<file path="src/rtl/ps2_pkg.sv">
// Shared definitions for the PS/2 host transmitter and its line synchronizer.
package ps2_pkg;

  // Transmitter FSM states.
  typedef enum logic [2:0] {
    ST_IDLE      = 3'd0,
    ST_INHIBIT   = 3'd1,
    ST_REQUEST   = 3'd2,
    ST_SEND      = 3'd3,
    ST_ACK       = 3'd4,
    ST_WAIT_IDLE = 3'd5
  } ps2_tx_state_e;

  // Error codes reported on err_code alongside the error pulse.
  localparam logic [1:0] ERR_NONE    = 2'b00;
  localparam logic [1:0] ERR_TIMEOUT = 2'b01;
  localparam logic [1:0] ERR_NOACK   = 2'b10;

  // Common keyboard command bytes.
  localparam logic [7:0] CMD_SET_LEDS = 8'hED;
  localparam logic [7:0] CMD_ENABLE   = 8'hF4;
  localparam logic [7:0] CMD_RESET    = 8'hFF;

  // PS/2 frames carry odd parity: the parity bit makes the count of ones odd.
  function automatic logic odd_parity(input logic [7:0] data);
    return ~^data;
  endfunction

endpackage

</file>
<file path="src/rtl/ps2_line_sync.sv">
// Two-flop synchronizers for the PS/2 clock and data pads plus a
// falling-edge pulse on the synchronized clock. Idle lines read high,
// so the flops reset to 1 to avoid a false edge after reset.
module ps2_line_sync (
  input  logic clock,
  input  logic reset,
  input  logic line_clk_i,
  input  logic line_data_i,
  output logic clk_s_o,
  output logic data_s_o,
  output logic clk_fe_o
);

  logic [1:0] clk_sync_q;
  logic [1:0] data_sync_q;
  logic       clk_prev_q;

  // Synchronizer chains and previous-level register for edge detection.
  always_ff @(posedge clock) begin
    if (reset) begin
      clk_sync_q  <= 2'b11;
      data_sync_q <= 2'b11;
      clk_prev_q  <= 1'b1;
    end else begin
      clk_sync_q  <= {clk_sync_q[0], line_clk_i};
      data_sync_q <= {data_sync_q[0], line_data_i};
      clk_prev_q  <= clk_sync_q[1];
    end
  end

  assign clk_s_o  = clk_sync_q[1];
  assign data_s_o = data_sync_q[1];
  assign clk_fe_o = clk_prev_q & ~clk_sync_q[1];

endmodule

</file>
<file path="src/rtl/ps2_host_tx.sv">
// PS/2 host-to-device transmitter: inhibits the bus, issues a
// request-to-send, shifts out one byte with odd parity on device clock
// falling edges, checks the device ACK and waits for the bus to go idle.
//
// Command handshake: a byte is accepted on a rising clock edge where
// cmd_valid and cmd_ready are both high; cmd_data is sampled only then.
// cmd_ready is high only while idle, so cmd_valid at any other time is
// ignored and the requester must hold cmd_valid until it sees cmd_ready.
module ps2_host_tx
  import ps2_pkg::*;
#(
  parameter int INHIBIT_CYCLES = 6000,
  parameter int TIMEOUT_CYCLES = 750000
) (
  input  logic       clock,
  input  logic       reset,
  input  logic [7:0] cmd_data,
  input  logic       cmd_valid,
  output logic       cmd_ready,
  output logic       busy,
  input  logic       ps2_clock_in,
  input  logic       ps2_data_in,
  output logic       ps2_clock_oe,
  output logic       ps2_data_oe,
  output logic       done,
  output logic       error,
  output logic [1:0] err_code
);

  localparam int MAX_CYCLES = (INHIBIT_CYCLES > TIMEOUT_CYCLES) ? INHIBIT_CYCLES : TIMEOUT_CYCLES;
  localparam int CNT_W      = $clog2(MAX_CYCLES + 1);
  localparam logic [CNT_W-1:0] INH_LAST = CNT_W'(INHIBIT_CYCLES - 1);
  localparam logic [CNT_W-1:0] TO_LAST  = CNT_W'(TIMEOUT_CYCLES - 1);

  ps2_tx_state_e    state_q, state_d;
  logic [7:0]       cmd_byte_q, cmd_byte_d;
  logic             parity_q, parity_d;
  logic [3:0]       bit_cnt_q, bit_cnt_d;
  logic [CNT_W-1:0] cnt_q, cnt_d;
  logic             clock_oe_q, clock_oe_d;
  logic             data_oe_q, data_oe_d;
  logic             done_q, done_d;
  logic             error_q, error_d;
  logic [1:0]       err_code_q, err_code_d;

  logic clk_s, data_s, clk_fe;

  ps2_line_sync u_sync (
    .clock       (clock),
    .reset       (reset),
    .line_clk_i  (ps2_clock_in),
    .line_data_i (ps2_data_in),
    .clk_s_o     (clk_s),
    .data_s_o    (data_s),
    .clk_fe_o    (clk_fe)
  );

  // State and datapath registers; reset releases both lines and clears pulses.
  always_ff @(posedge clock) begin
    if (reset) begin
      state_q    <= ST_IDLE;
      cmd_byte_q <= 8'h00;
      parity_q   <= 1'b0;
      bit_cnt_q  <= 4'd0;
      cnt_q      <= '0;
      clock_oe_q <= 1'b0;
      data_oe_q  <= 1'b0;
      done_q     <= 1'b0;
      error_q    <= 1'b0;
      err_code_q <= ERR_NONE;
    end else begin
      state_q    <= state_d;
      cmd_byte_q <= cmd_byte_d;
      parity_q   <= parity_d;
      bit_cnt_q  <= bit_cnt_d;
      cnt_q      <= cnt_d;
      clock_oe_q <= clock_oe_d;
      data_oe_q  <= data_oe_d;
      done_q     <= done_d;
      error_q    <= error_d;
      err_code_q <= err_code_d;
    end
  end

  // Next-state and registered-output logic. A done/error pulse is issued
  // while still in the working state; the following cycle returns to IDLE,
  // so cmd_ready rises the cycle after the pulse.
  always_comb begin
    state_d    = state_q;
    cmd_byte_d = cmd_byte_q;
    parity_d   = parity_q;
    bit_cnt_d  = bit_cnt_q;
    cnt_d      = cnt_q;
    clock_oe_d = clock_oe_q;
    data_oe_d  = data_oe_q;
    done_d     = 1'b0;
    error_d    = 1'b0;
    err_code_d = err_code_q;

    if (done_q || error_q) begin
      state_d    = ST_IDLE;
      clock_oe_d = 1'b0;
      data_oe_d  = 1'b0;
    end else begin
      unique case (state_q)
        ST_IDLE: begin
          if (cmd_valid) begin
            cmd_byte_d = cmd_data;
            parity_d   = odd_parity(cmd_data);
            cnt_d      = '0;
            clock_oe_d = 1'b1;
            data_oe_d  = 1'b0;
            state_d    = ST_INHIBIT;
          end
        end

        ST_INHIBIT: begin
          if (cnt_q == INH_LAST) begin
            data_oe_d = 1'b1;
            state_d   = ST_REQUEST;
          end else begin
            cnt_d = cnt_q + 1'b1;
          end
        end

        // Start bit stays driven on data once the clock is released.
        ST_REQUEST: begin
          clock_oe_d = 1'b0;
          cnt_d      = '0;
          bit_cnt_d  = 4'd0;
          state_d    = ST_SEND;
        end

        ST_SEND: begin
          if (clk_fe) begin
            cnt_d     = '0;
            bit_cnt_d = bit_cnt_q + 4'd1;
            if (bit_cnt_q < 4'd8) begin
              data_oe_d = ~cmd_byte_q[bit_cnt_q[2:0]];
            end else if (bit_cnt_q == 4'd8) begin
              data_oe_d = ~parity_q;
            end else begin
              data_oe_d = 1'b0;
              state_d   = ST_ACK;
            end
          end else if (cnt_q == TO_LAST) begin
            clock_oe_d = 1'b0;
            data_oe_d  = 1'b0;
            error_d    = 1'b1;
            err_code_d = ERR_TIMEOUT;
          end else begin
            cnt_d = cnt_q + 1'b1;
          end
        end

        ST_ACK: begin
          if (clk_fe) begin
            cnt_d = '0;
            if (!data_s) begin
              state_d = ST_WAIT_IDLE;
            end else begin
              error_d    = 1'b1;
              err_code_d = ERR_NOACK;
            end
          end else if (cnt_q == TO_LAST) begin
            clock_oe_d = 1'b0;
            data_oe_d  = 1'b0;
            error_d    = 1'b1;
            err_code_d = ERR_TIMEOUT;
          end else begin
            cnt_d = cnt_q + 1'b1;
          end
        end

        ST_WAIT_IDLE: begin
          if (clk_s && data_s) begin
            done_d = 1'b1;
          end else if (clk_fe) begin
            cnt_d = '0;
          end else if (cnt_q == TO_LAST) begin
            clock_oe_d = 1'b0;
            data_oe_d  = 1'b0;
            error_d    = 1'b1;
            err_code_d = ERR_TIMEOUT;
          end else begin
            cnt_d = cnt_q + 1'b1;
          end
        end

        default: begin
          state_d    = ST_IDLE;
          clock_oe_d = 1'b0;
          data_oe_d  = 1'b0;
        end
      endcase
    end
  end

  assign cmd_ready    = (state_q == ST_IDLE);
  assign busy         = (state_q != ST_IDLE);
  assign ps2_clock_oe = clock_oe_q;
  assign ps2_data_oe  = data_oe_q;
  assign done         = done_q;
  assign error        = error_q;
  assign err_code     = err_code_q;

endmodule

</file>
<file path="config.mk">
export PLATFORM = sky130hd
export DESIGN_NAME = ps2_host_tx
export DESIGN_NICKNAME = d
export VERILOG_FILES = /design/src/rtl/ps2_pkg.sv /design/src/rtl/ps2_line_sync.sv /design/src/rtl/ps2_host_tx.sv
export SDC_FILE = /design/constraint.sdc
export NUM_CORES = 1
export LEC_CHECK = 0
export CORE_ASPECT_RATIO = 1.5
export CORE_MARGIN = 4
export CORE_UTILIZATION = 57
export CTS_CLUSTER_DIAMETER = 30
export CTS_CLUSTER_SIZE = 14
export DETAILED_ROUTE_END_ITERATION = 16
export GPL_ROUTABILITY_DRIVEN = 0
export GPL_TIMING_DRIVEN = 0
export PLACE_DENSITY = 0.82
export SYNTH_ARGS = -nofsm -noshare
export SYNTH_HDL_FRONTEND = slang
export SYNTH_SLANG_ARGS = --single-unit
</file>
<file path="constraint.sdc">
create_clock -name clock -period 2.2 [get_ports clock]
set_input_delay 0.33 -clock clock [delete_from_list [all_inputs] [get_ports clock]]
set_output_delay 0.33 -clock clock [all_outputs]
set_load 0.005 [all_outputs]
</file>
* Word level (Yosys, flattened, before mapping)
Index checks and enable logic that the tools add are counted.
** Storage, ports and cells
- Register bits :: 47
- Input bits :: 13
- Output and inout port bits :: 8
- Word-level logic and storage cells :: 106
** Operators by class
- Add/sub/neg operators :: 2
- $lt $le $gt $ge :: 2
- Equality and inequality tests :: 18
- Multiplexer cells :: 45
- Bitwise operators :: 8
- Reduce and logical (&&, ||, !) cells :: 18
** Operators with widths (number)
- 2-to-1 mux 20 bit :: 5
- one-hot mux 20 bit (5 select lines) :: 1
- 2-to-1 mux 3 bit :: 7
- adder 20 x 1 -> 20 bit (second input constant) :: 1
- == test 20 x 13 -> 1 bit (second input constant) :: 1
- == test 20 bit (second input constant) :: 1
- 2-to-1 mux 1 bit :: 19
- inequality test 2 bit (second input constant) :: 9
- one-hot mux 3 bit (6 select lines) :: 1
- 2-to-1 mux 2 bit :: 5
- AND reduction 3 bit :: 3
- one-hot mux 4 bit (2 select lines) :: 1
- AND reduction 4 bit :: 2
- AND reduction 8 bit :: 1
- XNOR reduction 8 bit :: 1
- inverter 1 bit :: 7
- == test 3 x 2 -> 1 bit (second input constant) :: 2
- == test 3 bit (second input constant) :: 2
- one-hot mux 1 bit (6 select lines) :: 1
- one-hot mux 2 bit (3 select lines) :: 1
- nonzero test 3 bit :: 2
- AND reduction 5 bit :: 1
- nonzero test 5 bit :: 1
- adder 4 x 1 -> 4 bit (second input constant) :: 1
- other kinds (16) :: 17

* Longest topological paths before layout
Gate-level depths: netlist of the first run.
- Depth after elaboration :: 6
- Mapped depth :: 9

* Cells and area by module
A second synthesis of the first run with hierarchy kept.
** Unflattened totals
- Cell total of the unflattened synthesis :: 283
- Area total of the unflattened synthesis :: 2386.0 µm²
** By module, submodules not included
- ps2_host_tx :: times used 1, cells each 272, area each 2248.4 µm²
- ps2_line_sync :: times used 1, cells each 11, area each 137.6 µm²

* Least setup slack after synthesis of the first run
No wires, ideal clock.
- Kind :: flip-flop to flip-flop
- Start point :: register cnt_q[0]
- End point :: register cnt_q[1]
- Setup time :: 0.066 ns
- Data arrival time :: 1.838 ns
- Data required time :: 2.134 ns
- Slack :: 0.296 ns
- Cell stages (with the launch flop) :: 9
- Path buffers :: 2
- Cells stage by stage :: dfxtp_1 ha_1 and3_1 buf_2 nand4_1 nor3_1 clkbuf_2 or4_2 a21oi_2
** Between the ends
- Cells in the longest elaborated chain, start to end :: 5
- Elaborated cells between the ends (all ways) :: 10
** RTL lines
- start, declared :: RTL line ps2_host_tx.sv:39 : logic [CNT_W-1:0] cnt_q, cnt_d;
- start signal, assigned :: RTL line ps2_host_tx.sv:76 : cnt_q <= cnt_d;
- adder 20 x 1 -> 20 bit / == test 20 bit (equally long branches)
- 2-to-1 mux 20 bit :: RTL line ps2_host_tx.sv:146, ps2_host_tx.sv:165, ps2_host_tx.sv:180
- 2-to-1 mux 20 bit :: RTL line ps2_host_tx.sv:135 : if (clk_fe) begin
- 2-to-1 mux 20 bit :: RTL line ps2_host_tx.sv:176 : if (clk_s && data_s) begin
- one-hot mux 20 bit (5 select lines) :: RTL line ps2_host_tx.sv:105 : unique case (state_q)
Several ways; a longest one is shown, not always the timed one. The select of a mux whose other input is x is not followed.
A chain may end at the register's enable or synchronous reset.

* Worst setup path after layout of the first run
- Start point :: register state_q[0]
- End point :: output port cmd_ready
** Between the ends
- Cells in the longest elaborated chain, start to end :: 1
** RTL lines
- start, declared :: RTL line ps2_host_tx.sv:35 : ps2_tx_state_e state_q, state_d;
- start signal, assigned :: RTL line ps2_host_tx.sv:72 : state_q <= state_d;
- logical NOT 3 bit :: RTL line ps2_host_tx.sv:199 : assign cmd_ready = (state_q == ST_IDLE);
- end, declared :: RTL line ps2_host_tx.sv:19 : output logic cmd_ready,
No other way between the ends.

==> results of run 1 <==
## repair_timing
item / in CTS / in global routing
setup buffers: 2 / 0
resized for setup: 2 / 7
setup endpoints to repair: 12 / 12
pin swaps: 2 / 1
## path summary, 6_finish.rpt
kind | start | to | slack, ns | cells past startpoint
setup / recovery | state_q[0]$_SDFFE_PP0P_ | cmd_ready | 0.07 | 3
hold / removal | u_sync.data_sync_q[0]$_SDFF_PP1_ | u_sync.data_sync_q[1]$_SDFF_PP1_ | 0.41 | 1
setup reg to reg | cnt_q[0]$_SDFFE_PP0P_ | cnt_q[2]$_SDFFE_PP0P_ | 0.11 | 8
hold reg to reg | u_sync.data_sync_q[0]$_SDFF_PP1_ | u_sync.data_sync_q[1]$_SDFF_PP1_ | 0.41 | 1
## final cells by class
type                       instances  area (um2)
multi-input combinational        227        1470
buffer                            15        83.8
tap                               46        57.6
fill                             349        1370
clock inverter                     2        12.5
timing repair buffer              22         215
inverter                           7        26.3
clock buffer                       6        72.6
sequential                        47         941
## critical path, stage by stage (launching register included)
cell,delay [ns]
dfxtp_1,0.34
clkbuf_1,0.22
nor3_2,0.37
clkdlybuf4s50_1,0.57
## state kept, by name (all words and copies together), names as in the netlist, 2 cells and up
| register | cells |
|---|---|
| cnt_q | 20 |
| cmd_byte_q | 8 |
| bit_cnt_q | 4 |
| state_q | 3 |
| err_code | 2 |
| u_sync.clk_sync_q | 2 |
| u_sync.data_sync_q | 2 |
## cells by family (layout without fill, tap and decap cells)
logic type	Yosys count	in the layout	synth area share [%]
AO/OA/AOI/OAI	60	60	15.3
flip-flops	47	47	37.7
AND/OR/NAND/NOR	136	136	30.0
buffers and inverters	22	52	4.06
multiplexers	12	12	5.81
adder cells (fa/ha/maj)	3	3	1.50
XOR/XNOR	16	16	5.61
## cell usage after synthesis, types with 8 or more instances
cell type / instances / area, um2
buf_2: 8 / 40.0
nand3_1: 16 / 80.1
nor2_1: 32 / 120
and3_1: 8 / 50.1
o21ai_0: 15 / 75.1
nand4_1: 15 / 93.8
xnor2_1: 9 / 78.8
nor3_1: 11 / 55.1
nand2_1: 9 / 33.8
or3_1: 10 / 62.6
a21oi_1: 21 / 105
mux2i_1: 10 / 100
dfxtp_1: 47 / 941
## per-layer routing
layer / up-vias / track usage (%) / part of all wire (%)
li1: 1139 / - / -
met5: - / 0 / 0
met2: 71 / 43.9 / 56
met1: 1070 / 24.2 / 38
met4: 0 / 9.07 / 2.5
met3: 13 / 4.62 / 3.7
## power groups by stage
stage / Sequential (mW) / Clock, mW / Combinational (mW)
2_1_floorplan: 0.911 / 0 / 0.164
6_report: 0.897 / 0.507 / 0.249
5_1_grt: 0.901 / 0.552 / 0.274
3_5_place_dp: 0.917 / 0 / 0.246
3_3_place_gp: 0.915 / 0 / 0.240
4_1_cts: 0.897 / 0.517 / 0.249
## metrics by stage
stage / util (%) / setup slack, ns / total power, mW
global route: 67.7 / 0.00266 / 1.73
global placement: 64.9 / -0.202 / 1.16
detailed placement: 64.9 / -0.218 / 1.16
floorplan: - / 0.296 / 1.07
CTS: 67.5 / 0.0302 / 1.66
finish: 67.7 / 0.0670 / 1.65
==> summary.txt, run 1 <==
Worst hold path
  – Hold Crit Class: flop to flop

STA
  – Fmax: 0.469 GHz
  – Min Hold Slack: 0.412 ns
  – Slew HR: 56.4%
  – Final Cycle Share: 97.0%
  – Setup Total Neg Slack: 0 ns
  – Unrepaired setup endpoints after global routing: no
  – Worst-margin pin slew: 0.649 ns
  – Slew Viols, Final: 0
  – Final setup fails: 0
  – Min Tclk post-route: 2.13 ns
  – Clock Skew: 0.00828 ns
  – Final Hold Viols: 0

Logic synthesis
  – Ys async rst share: 0%
  – Post-synth EDFFs: 0
  – Post-Syn Instances: 296
  – Most used DFF post-synth: dfxtp_1
  – Syn nets: 312
  – Netlist cell types: 51
  – Post-Syn Area: 0.00250 mm2
  – Ys Warns: 0
  – Synth Register Bits: 47
  – Syn_area_per_cell: 8.44 um2
  – Sequential area share after synthesis: 37.7%

Detailed routing
  – Number of nets with antenna violations after routing: 0
  – WL final: 5820 um
  – Vias/cell: 6.16
  – DRT iter0 DRCs: 146
  – Wire per inst: 15.7 um
  – Drc violations: 0
  – Drt first pass iters: 4
  – Vias: 2293

CTS
  – Clock transition at the registers of the reported paths: 0.08 ns
  – CTS buffer count: 5
  – # clock sinks: 47
  – Clock Latency Late Sink: 0.30 ns
  – Root Buffer: clkbuf_8
  – TritonCTS clock tree: yes
  – Number of H-tree levels: 2
  – Hold_buf cts: 0
  – Clock Tree Buf Depth: 2

Power and ir drop
  – Sequential share of power: 54.3%
  – IR Drop Worst-Case VDD: 0.000541 V
  – Net Sw Frac: 26.1%
  – Pleak: 1.03 nW
  – Clock share of power: 30.7%
  – Pint: 1.22 mW
  – Sw power: 0.431 mW
  – PwrDens: 575 mW/mm2
  – Combinational share of power: 15.1%

Layout
  – Final instance area: 0.00287 mm2
  – Nets@finish: 341
  – Layout cells sized above 1: 11.7%
  – Area Growth Syn to Fin: 15.1%
  – N_diodes: 0
  – Non-filler cells, final: 372
  – Commonest non-fill, non-tap cell in the layout: dfxtp_1
  – Most frequent cells in the layout: dfxtp_1 (47), nor2_1 (32), a21oi_1 (21)

Worst setup path
  – Setup crit start kind: flop
  – Crit Path Class: flop to output pin
  – CP max FO: 10
  – Critical Path RT: 1.87 ns
  – Setup crit end kind: output pin
  – Crit path DAT: 1.80 ns

Global routing
  – Largest net degree at the start of global routing: 15
  – All-Layer GR Usage: 23.4%
  – Vias in the first global route: 2210
  – First-pass GRT wire length: 9870 um
  – Gr ovfl total: 0
  – Initial antenna violation count: 0

Floorplan
  – I/O pin count: 21
  – Total die area: 0.00553 mm2
  – CORE AREA: 0.00425 mm2
  – Rows: 29
  – Initial Util: 58.8%
  – Die Y-Extent: 89.1 um
  – Die X: 62.0 um

Place
  – Final HPWL DP: 4410 um
  – Post-DP Area: 0.00276 mm2
  – Port bufs: 20
  – Placed cell count: 362

Flow run
  – Max-cap violations: 0

Status
  – Status: finished clean
No activity file was read; power rests on OpenSTA's default activity.
==> inputs of run 2 (changes only) <==
--- a/config.mk
+++ b/config.mk
@@ -7,13 +7,15 @@
 export LEC_CHECK = 0
 export CORE_ASPECT_RATIO = 1.5
 export CORE_MARGIN = 4
-export CORE_UTILIZATION = 57
+export CORE_UTILIZATION = 60
+export CTS_BUF_LIST = sky130_fd_sc_hd__clkbuf_4 sky130_fd_sc_hd__clkbuf_8
 export CTS_CLUSTER_DIAMETER = 30
 export CTS_CLUSTER_SIZE = 14
 export DETAILED_ROUTE_END_ITERATION = 16
 export GPL_ROUTABILITY_DRIVEN = 0
 export GPL_TIMING_DRIVEN = 0
-export PLACE_DENSITY = 0.82
+export PLACE_DENSITY = 0.85
+export SKIP_LAST_GASP = 1
 export SYNTH_ARGS = -nofsm -noshare
 export SYNTH_HDL_FRONTEND = slang
 export SYNTH_SLANG_ARGS = --single-unit
==> run 2 against run 1 <==
Against the previous run: critical path depth is 5 higher; core utilization is 5.6 points higher; final area is 1.9% higher; die area is 4.5% lower; routed wire length is 0.60% lower; power is 9.5% higher; via count is 3.3% higher; global-route usage is 0.80 points higher; sequential share of layout area is 0.57 points lower; sequential power hardly changed; clock power is 30% higher; critical endpoint is now cnt_q[2]$_SDFFE_PP0P_.
==> summary.txt, run 2 (synthesis gave the netlist of run 1 again) <==
Detailed routing
  – Vias/cell: 6.35
  – WL final: 5790 um
  – Wire per inst: 15.5 um
  – Drt first pass iters: 6
  – Number of nets with antenna violations after routing: 0
  – DRT iter0 DRCs: 158
  – Drc violations: 0
  – Vias: 2369

CTS
  – Clock transition at the registers of the reported paths: 0.09 ns
  – CTS buffer count: 5
  – # clock sinks: 47
  – Clock Latency Late Sink: 0.30 ns
  – TritonCTS clock tree: yes
  – Clock Tree Buf Depth: 2
  – Root Buffer: clkbuf_8
  – Number of H-tree levels: 2
  – Hold_buf cts: 0

Floorplan
  – I/O pin count: 21
  – CORE AREA: 0.00399 mm2
  – Initial Util: 62.5%
  – Die Y-Extent: 87.0 um
  – Rows: 28
  – Die X: 60.7 um
  – Total die area: 0.00528 mm2

Place
  – Port bufs: 20
  – Final HPWL DP: 4190 um
  – Placed cell count: 361
  – Post-DP Area: 0.00275 mm2

Worst setup path
  – Setup crit start kind: flop
  – FF-to-FF Start: cnt_q[0]$_SDFFE_PP0P_
  – Worst R2R Setup Slack: 0.09 ns
  – Reg-to-Reg End: cnt_q[2]$_SDFFE_PP0P_
  – Setup crit end kind: flop
  – CP max FO: 10
  – Depth of the most critical reg-to-reg path: 8
  – Crit path DAT: 2.35 ns
  – Critical Path RT: 2.44 ns
  – Slowest CP cell: or4_2
  – Crit Path Class: flop to flop
  – CP max stage delay: 0.60 ns
  – Crit-path cells: ha_1 > and3_1 > clkbuf_4 > nand4_1 > nor3_2 > buf_4 > or4_2 > a21oi_1

Flow run
  – Max-cap violations: 0

STA
  – Fmax: 0.474 GHz
  – Final Cycle Share: 96.0%
  – Min Tclk post-route: 2.11 ns
  – Final Hold Viols: 0
  – Clock Skew: 0.00423 ns
  – Final setup fails: 0
  – Min Hold Slack: 0.418 ns
  – Slew Viols, Final: 0
  – Worst-margin pin slew: 0.652 ns
  – Slew HR: 56.1%

Layout
  – Number of flip-flops in the largest register: 20
  – Non-filler cells, final: 373
  – Multi-input logic area: 0.00147 mm2
  – Layout cells sized above 1: 13.1%
  – Final instance area: 0.00293 mm2
  – Largest Register: cnt_q
  – Nets@finish: 343
  – Fillers: 309
  – Area Growth Syn to Fin: 17.3%
  – N_diodes: 0
  – FF+latch area: 942 um2
  – Commonest non-fill, non-tap cell in the layout: dfxtp_1
  – Largest regs: cnt_q (20), cmd_byte_q (8), bit_cnt_q (4)
  – Most frequent cells in the layout: dfxtp_1 (46), nor2_1 (32), a21oi_1 (21)

Power and ir drop
  – Clock share of power: 36.4%
  – Combinational share of power: 13.9%
  – Pint: 1.37 mW
  – Pleak: 1.07 nW
  – IR Drop Worst-Case VDD: 0.000561 V
  – Power, Total: 1.81 mW
  – Sw power: 0.440 mW
  – Net Sw Frac: 24.3%
  – Sequential share of power: 49.6%
  – PwrDens: 618 mW/mm2

Worst hold path
  – Hold Crit Class: flop to flop
  – WHS Endpoint: u_sync.data_sync_q[1]$_SDFF_PP1_
  – Hold path cells: 1
  – Hold Startpoint: u_sync.data_sync_q[0]$_SDFF_PP1_

Global routing
  – All-Layer GR Usage: 24.2%
  – Largest net degree at the start of global routing: 15
  – Initial antenna violation count: 0
  – First-pass GRT wire length: 9990 um
  – Gr ovfl total: 0
  – Vias in the first global route: 2287

Status
  – Status: finished clean
[run 2: power by group through the flow]
stage | logic, mW | clock network, mW | registers (mW)
2_1_floorplan | 0.164 | 0 | 0.911
3_3_place_gp | 0.239 | 0 | 0.916
3_5_place_dp | 0.245 | 0 | 0.917
4_1_cts | 0.248 | 0.673 | 0.897
5_1_grt | 0.280 | 0.698 | 0.902
6_report | 0.252 | 0.659 | 0.898
[run 2: worst max-delay path, delay by kind of cell (launching register included)]
family,cells,cell delay [ns]
adders and majority gates,1,0.20
AOI/OAI and AO/OA,1,0.15
and+or+nand+nor,4,1.03
buffers and inverters,2,0.33
DFF,1,0.34
[run 2: layer usage]
layer | up-vias | GRT usage (%) | share of wire [%]
li1 | 1142 | - | -
met1 | 1119 | 27.3 | 39
met2 | 85 | 41.6 | 52
met4 | 0 | 12.0 | 3.3
met5 | - | 0 | 0
met3 | 23 | 5.04 | 5.4
[run 2: cell type report]
cell class,instances,area share (%)
Multi-Input combinational cell,227,50.2
Sequential cell,47,32.2
Timing Repair Buffer,24,7.86
Buffer,15,2.90
Clock buffer,6,2.82
Tap cell,45,1.92
Clock inverter,2,1.20
Inverter,7,0.897
[run 2: through the flow]
step / worst slack, ns / util (%) / setup TNS [ns]
floorplan: 0.296 / - / 0
CTS: 0.0226 / 72.4 / 0
detailed placement: -0.167 / 69.0 / -2.71
global placement: -0.150 / 69.0 / -2.61
finish: 0.0890 / 73.3 / 0
global route: -0.00238 / 73.3 / -0.00238
[run 2: worst max path at each step]
stage / depth (start not counted) / end / from / slack, ns
6_report: 8 / cnt_q[2]$_SDFFE_PP0P_ / cnt_q[0]$_SDFFE_PP0P_ / 0.09
5_1_grt: 8 / cnt_q[2]$_SDFFE_PP0P_ / cnt_q[0]$_SDFFE_PP0P_ / -0.002
4_1_cts: 9 / cnt_q[9]$_SDFFE_PP0P_ / cnt_q[0]$_SDFFE_PP0P_ / 0.02
3_5_place_dp: 8 / cnt_q[9]$_SDFFE_PP0P_ / cmd_valid / -0.17
3_3_place_gp: 8 / cnt_q[2]$_SDFFE_PP0P_ / cmd_valid / -0.15
2_1_floorplan: 8 / cnt_q[1]$_SDFFE_PP0P_ / cnt_q[0]$_SDFFE_PP0P_ / 0.30
[run 2: timing repair]
item / in CTS / in global routing
pin swaps: 1 / 2
buffers inserted: 1 / 3
gates cloned: 0 / 0
gates resized for setup: 3 / 10
hold endpoints to repair: 0 / 0
endpoints found under the setup margin: 12 / 13
